<file path="config.mk">
export PLATFORM = sky130hd
export DESIGN_NAME = iter_divider
export DESIGN_NICKNAME = d
export VERILOG_FILES = /design/src/rtl/iter_divider.sv
export SDC_FILE = /design/constraint.sdc
export NUM_CORES = 1
export LEC_CHECK = 0
export BUFFER_PORTS_ARGS = -buffer_cell sky130_fd_sc_hd__buf_4
export CORE_MARGIN = 2
export CORE_UTILIZATION = 35
export DETAILED_ROUTE_END_ITERATION = 10
export SLEW_MARGIN = 20
export SYNTH_ARGS = -nofsm -noshare
export SYNTH_HDL_FRONTEND = slang
export SYNTH_SLANG_ARGS = --single-unit
</file>
<file path="constraint.sdc">
create_clock -name clk -period 3.3 [get_ports clk]
set_input_delay 0.495 -clock clk [delete_from_list [all_inputs] [get_ports clk]]
set_output_delay 0.495 -clock clk [all_outputs]
set_load 0.05 [all_outputs]
</file>
<file path="src/rtl/iter_divider.sv">
// iter_divider: multi-cycle restoring divider for DIV/DIVU/REM/REMU, resolving all M-extension corner cases.
module iter_divider #(
  parameter int XLEN = 32,
  parameter int BITS_PER_CYCLE = 1
) (
  input  logic            clk,
  input  logic            rst_n,
  input  logic            start,
  input  logic [1:0]      op,
  input  logic [XLEN-1:0] dividend,
  input  logic [XLEN-1:0] divisor,
  input  logic            kill,
  output logic            busy,
  output logic            done,
  output logic [XLEN-1:0] result
);
  localparam int N = XLEN / BITS_PER_CYCLE;
  localparam int CW = $clog2(N) + 1;
  typedef enum logic [1:0] {IDLE, CALC, FIX, DONE} state_t;
  state_t state, state_nxt;
  logic [XLEN-1:0] quo_q, rem_q, dvs_q, quo_c, rem_c, a_abs, b_abs, fix_res;
  logic [XLEN:0] trial;
  logic [CW-1:0] cnt;
  logic neg_q, neg_r, is_rem, accept, sgn, div0, ovf, fast;
  always_comb begin
    accept = start && !kill && (state == IDLE || state == DONE);
    sgn = !op[0];
    div0 = divisor == '0;
    ovf = sgn && dividend == {1'b1, {(XLEN-1){1'b0}}} && &divisor;
    fast = div0 || ovf;
    // magnitude of the most negative value is exact when read back as unsigned
    a_abs = (sgn && dividend[XLEN-1]) ? -dividend : dividend;
    b_abs = (sgn && divisor[XLEN-1]) ? -divisor : divisor;
    fix_res = is_rem ? (neg_r ? -rem_q : rem_q) : (neg_q ? -quo_q : quo_q);
  end
  always_comb begin
    rem_c = rem_q;
    quo_c = quo_q;
    trial = '0;
    for (int i = 0; i < BITS_PER_CYCLE; i++) begin
      trial = {rem_c, quo_c[XLEN-1]};
      quo_c = {quo_c[XLEN-2:0], 1'b0};
      if (trial >= {1'b0, dvs_q}) begin
        trial = trial - {1'b0, dvs_q};
        quo_c[0] = 1'b1;
      end
      rem_c = trial[XLEN-1:0];
    end
  end
  always_comb begin
    state_nxt = state;
    unique case (state)
      IDLE, DONE: state_nxt = accept ? (fast ? DONE : CALC) : IDLE;
      CALC:       state_nxt = kill ? IDLE : (cnt == CW'(1) ? FIX : CALC);
      default:    state_nxt = kill ? IDLE : DONE;
    endcase
  end
  always_ff @(posedge clk or negedge rst_n)
    if (!rst_n) state <= IDLE;
    else state <= state_nxt;
  always_ff @(posedge clk or negedge rst_n) begin
    if (!rst_n) begin
      busy <= 1'b0;
      done <= 1'b0;
      result <= '0;
      quo_q <= '0;
      rem_q <= '0;
      dvs_q <= '0;
      cnt <= '0;
      neg_q <= 1'b0;
      neg_r <= 1'b0;
      is_rem <= 1'b0;
    end else begin
      busy <= state_nxt == CALC || state_nxt == FIX;
      done <= state_nxt == DONE;
      if (accept) begin
        quo_q <= a_abs;
        rem_q <= '0;
        dvs_q <= b_abs;
        cnt <= CW'(N);
        neg_q <= sgn && (dividend[XLEN-1] ^ divisor[XLEN-1]);
        neg_r <= sgn && dividend[XLEN-1];
        is_rem <= op[1];
        if (div0) result <= op[1] ? dividend : '1;
        else if (ovf) result <= op[1] ? '0 : dividend;
      end else if (state == CALC) begin
        quo_q <= quo_c;
        rem_q <= rem_c;
        cnt <= cnt - CW'(1);
      end else if (state == FIX && !kill) begin
        result <= fix_res;
      end
    end
  end
endmodule

</file>
Word level (Yosys, flattened, before mapping)
Cells that the tools add are included.

Register bits: 141. Bits of input ports: 70. Output and inout bits: 34. Word-level logic and storage cells: 75.

Add/subtract/negate cells: 6. Order comparisons: 1. Eq/ne operators: 10. Multiplexer cells: 26. Bitwise operators: 1. Reductions and logical operators: 20.

Operators by type and width (number): 32-bit 2-to-1 mux (17); 32-bit negator (4); 33-bit by 32-bit greater-or-equal comparator with 1-bit output (1); 32-bit equality test (second input constant) (1); 32-bit zero test (1); 32-bit AND reduction (1); 32-bit subtractor (1); 6-bit 2-to-1 mux (2); 2-bit 2-to-1 mux (5); 2-bit equality test (second input constant) (4); 1-bit logical AND (8); 6-bit by 1-bit equality test with 1-bit output (second input constant) (1); 6-bit by 1-bit subtractor with 6-bit output (second input constant) (1); 2-bit by 1-bit equality test with 1-bit output (second input constant) (2); 2-bit case mux with 2 select lines (1); 2-bit nonzero test (2); 1-bit logical OR (3); 3-bit by 1-bit != test with 1-bit output (second input constant) (1); 3-bit AND reduction (1); 1-bit zero test (2); 2-bit zero test (1); 2-bit != test (second input constant) (1); 2-bit OR reduction (1); 1-bit 2-to-1 mux (1); 1-bit bitwise XOR (1).

Longest topological paths before layout
Depth in word-level cells: 9. Mapped depth: 13. Mapped depth without buffers: 13.

Least setup slack after synthesis
No wires, ideal clock.

Kind: flip-flop to flip-flop. Start point: reg rem_q[12]. End point: reg result[27]. Library setup time: 0.077 ns. Data arrival time: 2.958 ns. Required time: 3.223 ns. Path slack: 0.265 ns. Stages on the path, launching flop included: 10. Buffers on the path: 0. Clock period less this slack: 3.035 ns. Cell sequence: dfrtp_1 > or4_4 > or4_4 > or4_4 > or3_4 > o41ai_2 > xor2_1 > a211oi_1 > a21oi_2 > o21ai_1.

Longest elaborated chain between the ends: 6.

Ends and longest elaborated chain: from (decl) (RTL line 21) `logic [XLEN-1:0] quo_q, rem_q, dvs_q, quo_c, rem_c, a_abs, b_abs, fix_res;`; from (signal assigned) (RTL line 88) `rem_q <= rem_c;`; 32-bit negator (RTL line 34) `fix_res = is_rem ? (neg_r ? -rem_q : rem_q) : (neg_q ? -quo_q : quo_q);`; 32-bit 2-to-1 mux (2 in series) (RTL line 34); 32-bit 2-to-1 mux (RTL line 90) `end else if (state == FIX && !kill) begin`; 32-bit 2-to-1 mux (RTL line 86) `end else if (state == CALC) begin`; 32-bit 2-to-1 mux (RTL line 76) `if (accept) begin`; to (signal assigned) (RTL line 84) `if (div0) result <= op[1] ? dividend : '1;`; to (signal assigned) (RTL line 85) `else if (ovf) result <= op[1] ? '0 : dividend;`; to (signal assigned) (RTL line 91) `result <= fix_res;`; to (decl) (RTL line 15) `output logic [XLEN-1:0] result`.

No other way between the ends. The select of a mux whose other input is x is not followed. A chain may end at the register's enable or synchronous reset.

Final worst setup path
Start point: reg rem_q[11]. End point: reg result[27].

The elaborated chain is that of the path after synthesis.

==> qor.txt <==
Run status -> finished, final reports clean
Global-route usage over all layers -> 20.50%
Cell with the most instances after synthesis -> nand2_1
Drt wl/cell -> 17.60 µm
Overflow after GRT -> 0
Port Buffers -> 103
Worst slew margin relative to its limit -> 26.74%
CP max-delay cell -> dfrtp_1
Critical path depth in cells -> 9
Sequential share of the synthesized area -> 31.06%
#FFs+latches synth -> 141
Worst slew pin tran -> 1099 ps
Cell Rows -> 65
Via count -> 10710
Timing endpoint of the critical path -> result[27]$_DFFE_PN0P_
CP delay by family, top -> simple AND/OR/NAND/NOR gates
YS warnings -> 0
Slew Viols, Final -> 0
CP max stage delay -> 480 ps
Peak fanout along the critical path -> 7
Worst endpoint required time -> 3660 ps
Hold slack -> 11.07 ps
Largest net degree at the start of global routing -> 115
Final Hold Fails -> 0
Global-route wire length before repair -> 54850 µm
Later-pin clock latency in the skew report -> 430 ps
Die width -> 184.2 µm
CP dominant cell by count -> or4_4
H-tree levels -> 4
Io pins -> 104
Drt first pass iters -> 5
Setup slack, reg-to-reg -> 150 ps
Gpl congestion -> 0.9208
Largest area contributor in the netlist -> dfrtp_1
Total power -> 11.69 mW
Distinct cells, synth -> 64
Hold Crit Class -> primary input to async pin
Max Cap Viol -> 0
Ant diodes -> 0
DRT Wirelength -> 34410 µm
Starting Density -> 35.81%
Area after DPL -> 13040 µm²
RR Endpoint -> result[27]$_DFFE_PN0P_
Worst reg2reg startpoint -> rem_q[11]$_DFFE_PN0P_
Post-Syn Instances -> 1428
Synth area leaders -> dfrtp_1, xnor2_1, a21oi_1
CP Data Arrival Time -> 3510 ps
Critical path launch point type -> register
Ys async rst share -> 100.0%
Setup_tns -> 0 ps
Avg Inst Size Synth -> 7.955 µm²
DRC Markers -> 0
CTS buffer count -> 17
Area of the core -> 31720 µm²
Tmin final -> 3148 ps
Final HPWL DP -> 25820 µm
Fin nets -> 1656
CP Cell Sequence -> or4_4 -> or4_4 -> or4_4 -> or3_4 -> o41ai_2 -> xor2_1 -> a211oi_1 -> a21oi_2 -> o21ai_1
Number of flops mapped to enable cells by yosys -> 0
Post-synth top area share -> 31.06%
Crit path from -> rem_q[11]$_DFFE_PN0P_
Top cells by count, synth -> nand2_1, dfrtp_1, nor2_1
P per Cell Area -> 852.3 nW/µm²
Fin Clk Skew -> 9.631 ps
Util after Layout -> 43.26%
Share of layout cells above drive strength 1 -> 16.03%
Post-synth top flop -> dfrtp_1
Setup CP Type -> register to register
Initial antenna violation count -> 1
Syn Std Cell Area -> 11360 µm²
CTS max path bufs -> 2
Routed Antenna Nets -> 0
Post-synthesis net count -> 1542
Clock transition at path regs -> 70 ps
VDD IR max -> 0.4266 mV
CTS sink count -> 141
Vias in the first global route -> 10080
Die area -> 33910 µm²
Critical Path End Type -> register
Fin crit share -> 95.39%
Leak -> 5.845 nW
Final Cell Area -> 13720 µm²
Final setup violating endpoints -> 0
Area growth from synthesis to layout -> 20.78%
R2R cell count -> 9
Root Driver -> clkbuf_16
Vias per cell -> 5.476
CTS tree -> done
Die Ht -> 184.2 µm
CP Buf/Inv Count -> 0
Maximum clock frequency -> 317.7 MHz
Unrepaired setup endpoints after global routing -> false
Initial DRC Count -> 894
-- how the worst min path moves through the flow --
stage	to	start	slack, ps	cells past startpoint
after CTS	quo_q[5]$_DFFE_PN0P_	rst_n	30	1
after global placement	dvs_q[4]$_DFFE_PN0P_	dvs_q[4]$_DFFE_PN0P_	470	2
after global routing	result[3]$_DFFE_PN0P_	rst_n	50	1
final	result[1]$_DFFE_PN0P_	rst_n	10	1
after floorplan	busy$_DFF_PN0_	rst_n	200	0
after detailed placement	result[5]$_DFFE_PN0P_	rst_n	480	1
-- worst reg2reg max path: stages (launching register included) --
cell and delay [ps]:
dfrtp_1 480, or4_4 470, or4_4 450, or4_4 470, or3_4 390, o41ai_2 240, xor2_1 120, a211oi_1 300
a21oi_2 50, o21ai_1 120
-- per-stage QoR --
stage,instances,worst slack (ps)
final,1955,152.2
after global routing,1955,9.192
after floorplan,1428,265.5
after global placement,1925,-79.27
after CTS,1955,83.87
after detailed placement,1925,-110.9
-- power by group --
group | internal, mW | total, mW | switching, mW | leakage [nW]
clock network | 1.26 | 2.07 | 0.810 | 0.288
logic | 2.98 | 6.71 | 3.73 | 3.79
registers | 2.23 | 2.91 | 0.687 | 1.77
-- routing by layer --
| layer | wire (µm) | part of all wire [%] | up-vias | track usage (%) |
|---|---|---|---|---|
| met2 | 15340 | 45 | 297 | 32.75 |
| li1 | - | - | 5318 | - |
| met3 | 1719 | 5.0 | 43 | 2.667 |
| met5 | 11 | 0.032 | - | 0 |
| met1 | 16680 | 48 | 5046 | 29.18 |
| met4 | 654 | 1.9 | 2 | 5.344 |
-- timing repair --
action | CTS | global route
buffers inserted | 0 | 0
gates resized for setup | 2 | 11
hold buffers | 0 | 0
pin swaps | 0 | 3
setup endpoints to repair | 2 | 6
-- layout by cell type (no fill, tap or decap), types with 4 or more instances in the layout --
cell and instances:
o21ai_1 78, and2_1 4, nor2_1 123, inv_1 56, maj3_1 24, o211ai_1 5, a211oi_1 44, buf_4 181
clkinv_4 4, nor4_1 13, o21a_1 8, or4_4 5, or4_1 10, nor2b_1 10, buf_12 6, dfrtp_1 139
a21oi_1 119, o31ai_1 28, and3_1 12, or3_1 9, bufinv_16 4, nand4_1 14, xnor2_1 82, o41ai_1 14
xor2_1 63, a21o_1 26, nand3_1 19, clkbuf_16 17, nand2_1 158, ha_1 42, nor3_1 21, clkinvlp_4 4
o21ai_0 75, nand2b_1 13, a31oi_1 13, mux2i_1 44, o21bai_1 7
-- state kept, by name, indices dropped and copies added, names as in the netlist --
signal and flops:
neg_r 1, state 2, dvs_q 32, result 32, cnt 6, neg_q 1
quo_q 32, busy 1, done 1, is_rem 1, rem_q 32
-- cells by family after synthesis --
group | count (synthesis) | share of synthesized area (%)
AO/OA/AOI/OAI | 449 | 24.14
AND/OR/NAND/NOR | 429 | 17.52
buffers and inverters | 150 | 5.012
XOR/XNOR | 146 | 11.26
flip-flops | 141 | 31.06
adder cells (fa/ha/maj) | 68 | 7.027
multiplexers | 45 | 3.976
-- layout make-up --
type / count / area [µm²]
Fill cell: 3230 / 18000
Timing Repair Buffer: 188 / 1490
Clock inverter: 13 / 193.9
Clock buffer: 17 / 425.4
Multi-Input combinational cell: 1137 / 7363
Sequential cell: 141 / 3531
Inverter: 57 / 214.0
Tap cell: 402 / 503.0
Note: power is estimated with default switching activity, not from simulation.
